**src/rtl/pipe_pkg.sv**
```systemverilog
// Shared pipeline constants: the NOP encoding and the fetch/decode latch states.
package pipe_pkg;

  localparam logic [31:0] NOP = 32'h0;

  typedef enum logic {
    ST_PAIR = 1'b0,
    ST_SOLO = 1'b1
  } fd_state_e;

endpackage

```
**src/rtl/fd_slot_reg.sv**
```systemverilog
// One fetch/decode slot: valid bit, instruction and PC with load/hold,
// clear-valid and synchronous reset.
module fd_slot_reg #(
  parameter int unsigned IW = 32
) (
  input  logic          clock,
  input  logic          reset,
  input  logic          load,
  input  logic          clear,
  input  logic          d_valid,
  input  logic [IW-1:0] d_instr,
  input  logic [IW-1:0] d_pc,
  output logic          q_valid,
  output logic [IW-1:0] q_instr,
  output logic [IW-1:0] q_pc
);

  logic          valid_q, valid_d;
  logic [IW-1:0] instr_q, instr_d;
  logic [IW-1:0] pc_q, pc_d;

  // Clear only drops the valid bit; contents are masked downstream.
  always_comb begin
    valid_d = valid_q;
    instr_d = instr_q;
    pc_d    = pc_q;
    if (clear) begin
      valid_d = 1'b0;
    end else if (load) begin
      valid_d = d_valid;
      instr_d = d_instr;
      pc_d    = d_pc;
    end
  end

  always_ff @(posedge clock) begin
    if (reset) begin
      valid_q <= 1'b0;
      instr_q <= '0;
      pc_q    <= '0;
    end else begin
      valid_q <= valid_d;
      instr_q <= instr_d;
      pc_q    <= pc_d;
    end
  end

  assign q_valid = valid_q;
  assign q_instr = instr_q;
  assign q_pc    = pc_q;

endmodule

```
**src/rtl/fd_pair_latch.sv**
```systemverilog
// Dual-issue fetch/decode latch: holds the fetched pair, applies hold, bubble,
// flush and younger-slot split, and gates fetch advance.
module fd_pair_latch
  import pipe_pkg::*;
#(
  parameter int unsigned IW = 32,
  parameter int unsigned CW = 16
) (
  input  logic          clock,
  input  logic          reset,
  input  logic          if_valid,
  input  logic [IW-1:0] if_instr0,
  input  logic [IW-1:0] if_instr1,
  input  logic [IW-1:0] if_pc0,
  input  logic [IW-1:0] if_pc1,
  input  logic          fd_write,
  input  logic          bubble,
  input  logic          split_young,
  input  logic          flush,
  output logic [IW-1:0] fd_instr0,
  output logic [IW-1:0] fd_instr1,
  output logic [IW-1:0] fd_pc0,
  output logic [IW-1:0] fd_pc1,
  output logic          issue_valid0,
  output logic          issue_valid1,
  output logic          fetch_advance,
  output logic [CW-1:0] bubble_count
);

  fd_state_e     state_q, state_d;
  logic [CW-1:0] bubble_count_q, bubble_count_d;

  logic          fd_valid0, fd_valid1;
  logic [IW-1:0] instr0_q, instr1_q;
  logic          split_pair;
  logic          ld0, ld1, clr0, clr1;
  logic          d_valid0;
  logic [IW-1:0] d_instr0, d_pc0;

  assign split_pair = split_young && (state_q == ST_PAIR);

  // Slot steering: flush > hold > split-replay > normal load.
  always_comb begin
    state_d  = state_q;
    ld0      = 1'b0;
    ld1      = 1'b0;
    clr0     = 1'b0;
    clr1     = 1'b0;
    d_valid0 = if_valid;
    d_instr0 = if_instr0;
    d_pc0    = if_pc0;
    if (flush) begin
      clr0    = 1'b1;
      clr1    = 1'b1;
      state_d = ST_PAIR;
    end else if (fd_write) begin
      if (split_pair && fd_valid1) begin
        ld0      = 1'b1;
        clr1     = 1'b1;
        d_valid0 = 1'b1;
        d_instr0 = instr1_q;
        d_pc0    = fd_pc1;
        state_d  = ST_SOLO;
      end else begin
        ld0     = 1'b1;
        ld1     = 1'b1;
        state_d = ST_PAIR;
      end
    end
  end

  always_comb begin
    bubble_count_d = bubble_count_q;
    if (bubble && (bubble_count_q != {CW{1'b1}})) begin
      bubble_count_d = bubble_count_q + CW'(1);
    end
  end

  always_ff @(posedge clock) begin
    if (reset) begin
      state_q        <= ST_PAIR;
      bubble_count_q <= '0;
    end else begin
      state_q        <= state_d;
      bubble_count_q <= bubble_count_d;
    end
  end

  fd_slot_reg #(.IW(IW)) u_slot0 (
    .clock   (clock),
    .reset   (reset),
    .load    (ld0),
    .clear   (clr0),
    .d_valid (d_valid0),
    .d_instr (d_instr0),
    .d_pc    (d_pc0),
    .q_valid (fd_valid0),
    .q_instr (instr0_q),
    .q_pc    (fd_pc0)
  );

  fd_slot_reg #(.IW(IW)) u_slot1 (
    .clock   (clock),
    .reset   (reset),
    .load    (ld1),
    .clear   (clr1),
    .d_valid (if_valid),
    .d_instr (if_instr1),
    .d_pc    (if_pc1),
    .q_valid (fd_valid1),
    .q_instr (instr1_q),
    .q_pc    (fd_pc1)
  );

  // Issue/advance are combinational: the hazard unit already registers its stall.
  assign fd_instr0     = fd_valid0 ? instr0_q : IW'(NOP);
  assign fd_instr1     = fd_valid1 ? instr1_q : IW'(NOP);
  assign issue_valid0  = fd_valid0 && !bubble;
  assign issue_valid1  = fd_valid1 && !bubble && !split_pair;
  assign fetch_advance = fd_write && !(split_pair && fd_valid1) && !reset;
  assign bubble_count  = bubble_count_q;

endmodule

```
**config.mk**
```make
export PLATFORM = sky130hd
export DESIGN_NAME = fd_pair_latch
export DESIGN_NICKNAME = d
export VERILOG_FILES = /design/src/rtl/pipe_pkg.sv /design/src/rtl/fd_slot_reg.sv /design/src/rtl/fd_pair_latch.sv
export SDC_FILE = /design/constraint.sdc
export NUM_CORES = 1
export LEC_CHECK = 0
export ABC_AREA = 1
export BUFFER_PORTS_ARGS = -buffer_cell sky130_fd_sc_hd__buf_2
export CAP_MARGIN = 20
export CORE_MARGIN = 8
export CORE_UTILIZATION = 48
export DETAILED_ROUTE_END_ITERATION = 10
export GPL_TIMING_DRIVEN = 0
export PLACE_DENSITY = 0.8
export RECOVER_POWER = 100
export SETUP_SLACK_MARGIN = 0.02
export SLEW_MARGIN = 20
export SYNTH_ARGS = -nofsm -noshare
export SYNTH_HDL_FRONTEND = slang
export SYNTH_SLANG_ARGS = --single-unit
```
**constraint.sdc**
```tcl
create_clock -name clock -period 1.6 [get_ports clock]
set_input_delay 0.16 -clock clock [delete_from_list [all_inputs] [get_ports clock]]
set_output_delay 0.16 -clock clock [all_outputs]
set_load 0.02 [all_outputs]
```
-- After elaboration in Yosys (flattened, before gate mapping)
Index checks and enable logic that the tools add are counted.
- bits of input ports: 135
- bits in registers: 147
- output and inout port bits: 147
- logic and storage cells: 50
- add/sub/neg operators: 1
- equality and inequality tests: 1
- bitwise operators: 3
- reduce and logical (&&, ||, !) cells: 17
- multiplexer cells: 20
- operators with widths (cell ; count):
    two-way mux 32 bit ; 8
    adder 16 x 1 -> 16 bit, second input constant ; 1
    != test 16 bit, second input constant ; 1
    two-way mux 1 bit ; 12
    logical AND 1 bit ; 8
    OR reduction 2 bit ; 3
    logical NOT 1 bit ; 4
    AND reduction 2 bit ; 2
    inverter 1 bit ; 3

-- Longest topological paths before layout
- word-level depth: 8
- depth in mapped cells: 10
- depth with buffers taken out: 10

-- By module
Synthesis repeated with hierarchy kept, for this count alone.
- cell total of the unflattened synthesis: 1367
- area total of the unflattened synthesis: 7910.1 µm²
- modules (own cells, without submodules) (module ; instances ; cells each ; seq. area each (µm²) ; area each (µm²)):
    fd_slot_reg ; 2 ; 420 ; 1301.2 ; 2746.4
    fd_pair_latch ; 1 ; 527 ; 340.3 ; 2417.3

-- Worst setup path before layout
OpenSTA, ideal clock, no wires.
- kind: register -> register
- from: register bubble_count_q[0], in the netlist bubble_count[0]
- to: register bubble_count_q[11], in the netlist bubble_count[11]
- setup slack: -29 ps
- setup time: 123 ps
- buffers on the path: 1
- arrival time: 1506 ps
- period minus slack after synthesis: 1629 ps
- data required time: 1477 ps
- stages on the path, launching flop included: 10
- cell sequence: dfxtp_1 > ha_1 > inv_1 > nor2_1 > nand2_1 > nor2_2 > nor2_4 > buf_2 > nand2_1 > a21oi_2
- cells in the longest elaborated chain, start to end: 2
- elaborated cells on any way between the ends: 3
- those cells by class: add/sub (1); eq/ne (1); reduce/logical (1)
- RTL lines (what ; line ; text):
    from (decl) ; fd_pair_latch.sv:31 ; logic [CW-1:0] bubble_count_q, bubble_count_d;
    from (signal assigned) ; fd_pair_latch.sv:85 ; bubble_count_q <= bubble_count_d;
    parallel branches: the longest is 2 deep, another holds adder 16 x 1 -> 16 bit ; - ;
Several ways; the timed one is not identified.
A chain may end at the register's enable or synchronous reset.

-- Final worst setup path
- from: register u_slot1.valid_q, in the netlist u_slot1.q_valid
- to: register u_slot0.pc_q[21], in the netlist u_slot0.q_pc[21]
- cells in the longest elaborated chain, start to end: 4
- RTL lines (what ; line ; text):
    from (decl) ; fd_slot_reg.sv:18 ; logic valid_q, valid_d;
    from (signal assigned) ; fd_slot_reg.sv:42 ; valid_q <= valid_d;
    logical AND 1 bit ; fd_pair_latch.sv:57 ; if (split_pair && fd_valid1) begin
    two-way mux 32 bit ; fd_pair_latch.sv:57 ;
    two-way mux 32 bit ; fd_pair_latch.sv:56 ; end else if (fd_write) begin
    two-way mux 32 bit ; fd_pair_latch.sv:52 ; if (flush) begin
    to (signal assigned) ; fd_slot_reg.sv:44 ; pc_q <= pc_d;
    to (decl) ; fd_slot_reg.sv:20 ; logic [IW-1:0] pc_q, pc_d;
Every way passes these cells.

==> key figures <==
Setup path
  – Slowest CP cell: dfxtp_1
  – CP startpoint kind: register
  – CP Cell Sequence: buf_6 > nand3_4 > nand2_2 > inv_2 > buf_6 > buf_4 > nand2_1 > nand2_1 > nand2_1 > inv_1
  – Crit Path Class: register to register
  – CP Capture Type: register
  – Crit-path max cell delay: roughly 0.34 ns
  – Worst Reg2Reg Path Length in Cells: 10
  – Required time of the critical path: roughly 1.9 ns
  – CP max FO: 10
  – Crit path DAT: 1.87 ns
  – Crit-path most repeated cell: nand2_1

Global routing
  – Largest net degree at the start of global routing: 17
  – First-pass GRT wire length: a little over 40000 um
  – Tot GR Track Use: 28.5%
  – Initial antenna violation count: 5
  – Grt ovf: 0
  – Vias in the first global route: between 7000 and 8000

STA
  – Worst slew pin tran: approximately 0.53 ns
  – Clock skew: between 0.01 and 0.015 ns
  – Tcrit/Tclk final: just under 100%
  – Setup Total Neg Slack: 0 ns
  – RSZ-0062 raised after global routing: yes
  – Fin crit period: around 1.5 ns
  – Final worst slack: 0.0531 ns
  – Peak Freq: between 600 and 700 MHz
  – Max Transition Viols Final: 0
  – Final setup viols: 0
  – Max transition margin: approximately 64%
  – Final hold vios: 0

Detailed routing
  – DRT iter0 DRCs: 650
  – Final WL: approximately 26000 um
  – DRC Markers: 0
  – Post-DR wirelength/cell: between 15 and 20 um
  – Final ANT Viol Nets: 0
  – Drt pass-1 iters: 5
  – Via count: approximately 8000
  – Vias per std cell: a little over 5

Pwr
  – P_leak: between 5 and 6 nW
  – Worst VDD drop: 1.06 mV
  – Pwr Density: just under 1000 mW/mm^2

Final layout
  – Fraction of layout cells with a size suffix above 1: roughly 30%
  – Layout net count: approximately 1500
  – Area Overhead vs Synth: 51.2%

Yosys
  – Syn Nets: about 1100
  – EDFF count, synth: 0
  – Post-synth ARST share: 0%
  – Most common cell in the netlist: nand2_1
  – Leading area contributor after synthesis: dfxtp_1
  – Synth Register Bits: approximately 150
  – Largest cells by area after synthesis: dfxtp_1 45%, nand2_1 18%, nor2_1 8.9%
  – Post-synth top cells: 311 x nand2_1, 156 x nor2_1, 147 x dfxtp_1
  – Synth top area share: approximately 45%
  – Syn Area/Cell: approximately 6.9 um^2
  – Mapped Cells: a little under 1000
  – Post-synthesis cell area: approximately 0.0066 mm^2
  – Register area share after synthesis: between 40 and 50%
  – Synth Flop Type: dfxtp_1
  – Number of synthesis warnings: 0
  – Cell variety after synth: 32

Floorplan
  – Die X: roughly 130 um
  – Ports: between 200 and 300
  – Die Area: 0.0178 mm^2
  – Initial core utilization: about 48%
  – Site Rows: 43
  – Core area: between 0.01 and 0.015 mm^2
  – Die height: 133 um

Min path
  – Worst hold stages: 3
  – Worst hold path type: input port to register

Clock network
  – CTS tree: yes
  – Worst-path clk slew: 0.06 ns
  – H-tree depth: 4
  – Max clock buf depth: 2
  – Root buf cell: clkbuf_16
  – Inserted Clock Buffers: 17
  – Sinks on Clock Net: approximately 150
  – Clk_lat worst skew: roughly 0.43 ns

Placed design
  – IO buf count: 280
  – Hpwl dp: ~17000 um
  – Final Wtd Congestion: ~0.84
  – Post-Place Setup Slack: -0.111 ns

Run
  – Max Cap Violations: 0

Run status
  – Outcome: completed
[final timing paths]
path | start | end | slack, ns
setup / recovery | u_slot1.q_valid$_SDFFE_PP0P_ | u_slot0.q_pc[21]$_SDFFE_PP0P_ | 0.05
hold reg to reg | u_slot0.q_instr[5]$_SDFFE_PP0P_ | u_slot0.q_instr[5]$_SDFFE_PP0P_ | 0.49
hold / removal | if_pc0[22] | u_slot0.q_pc[22]$_SDFFE_PP0P_ | 0.006
setup reg to reg | u_slot1.q_valid$_SDFFE_PP0P_ | u_slot0.q_pc[21]$_SDFFE_PP0P_ | 0.05
[sequential cells by signal, indices dropped and copies added (netlist names)]
| signal | flops |
|---|---|
| u_slot0.q_instr | 32 |
| u_slot0.q_pc | 32 |
| u_slot1.q_instr | 32 |
| u_slot1.q_pc | 32 |
| bubble_count | 16 |
| state_q | 1 |
| u_slot0.q_valid | 1 |
| u_slot1.q_valid | 1 |
[cell usage in the layout (no fill, tap or decap), drive strengths merged, types with 5 or more instances in the layout]
master and n:
buf 326, nand2 312, nor2 161, dfxtp 147, inv 114, dlygate4sd3 92
o21ai 68, a31oi 38, clkbuf 36, a22oi 26, a21oi 13, nand3 11
diode 5, clkinv 5
[kinds of logic (layout without fill, tap and decap cells)]
| logic type | after synthesis | in the layout | synth area share, % |
|---|---|---|---|
| adder cells (fa/ha/maj) | 1 | 1 | 0.189 |
| AND/OR/NAND/NOR | 492 | 492 | 29.3 |
| AO/OA/AOI/OAI | 147 | 147 | 14.0 |
| flip-flops | 147 | 147 | 44.5 |
| XOR/XNOR | 5 | 5 | 0.663 |
| buffers and inverters | 171 | 580 | 11.3 |
| other | 0 | 5 | 0 |
[worst max-delay path, delay by kind of cell (launching register included)]
kind,cells,cell delay [ns]
buf+inv,5,0.63
simple gates,5,0.47
flops,1,0.34
[per-stage QoR]
step                      instances  utilization [%]  total power, W  hold WS (ns)  cell area (um^2)
after detailed placement       1423             60.3         0.00515         0.406              8240
after CTS                      1546             72.1         0.00959      0.000301              9860
final                          1557             73.1         0.00964       0.00581              9990
after floorplan                 963                -         0.00468         0.249              6610
after global placement         1423             60.3         0.00513         0.396              8240
after global routing           1557             73.1         0.00995       0.00443              9990
[per-layer routing]
| layer | GRT usage (%) | wire length, um | vias up |
|---|---|---|---|
| li1 | - | - | 3798 |
| met1 | 31.6 | 10000 | 3654 |
| met2 | 47.8 | 12800 | 427 |
| met3 | 8.47 | 2330 | 85 |
| met4 | 16.4 | 1180 | 0 |
| met5 | 0 | 0 | - |
[area by class of cell]
class / instances / area [um^2]
fill: 990 / 3670
clock buffer: 17 / 425
sequential: 147 / 2970
inverter: 111 / 419
clock inverter: 15 / 205
antenna: 5 / 12.5
buffer: 59 / 409
multi-input combinational: 645 / 2950
tap: 180 / 225
timing repair buffer: 378 / 2380
[where the power goes]
part           switching (W)  total [W]  internal [W]
clock network        0.00168    0.00430       0.00262
logic               0.000753    0.00134      0.000586
registers           0.000152    0.00401       0.00385
total                0.00258    0.00964       0.00706
[timing repair]
action                                 4_1_cts  5_1_grt
gates resized for setup                     21       41
gates cloned                                 0        1
setup buffers                                0        5
endpoints found under the hold margin       93        0
pin swaps                                    1        7
hold buffers                                92        0
setup endpoints to repair                   74      123
Power figures use the tool's default switching activity.
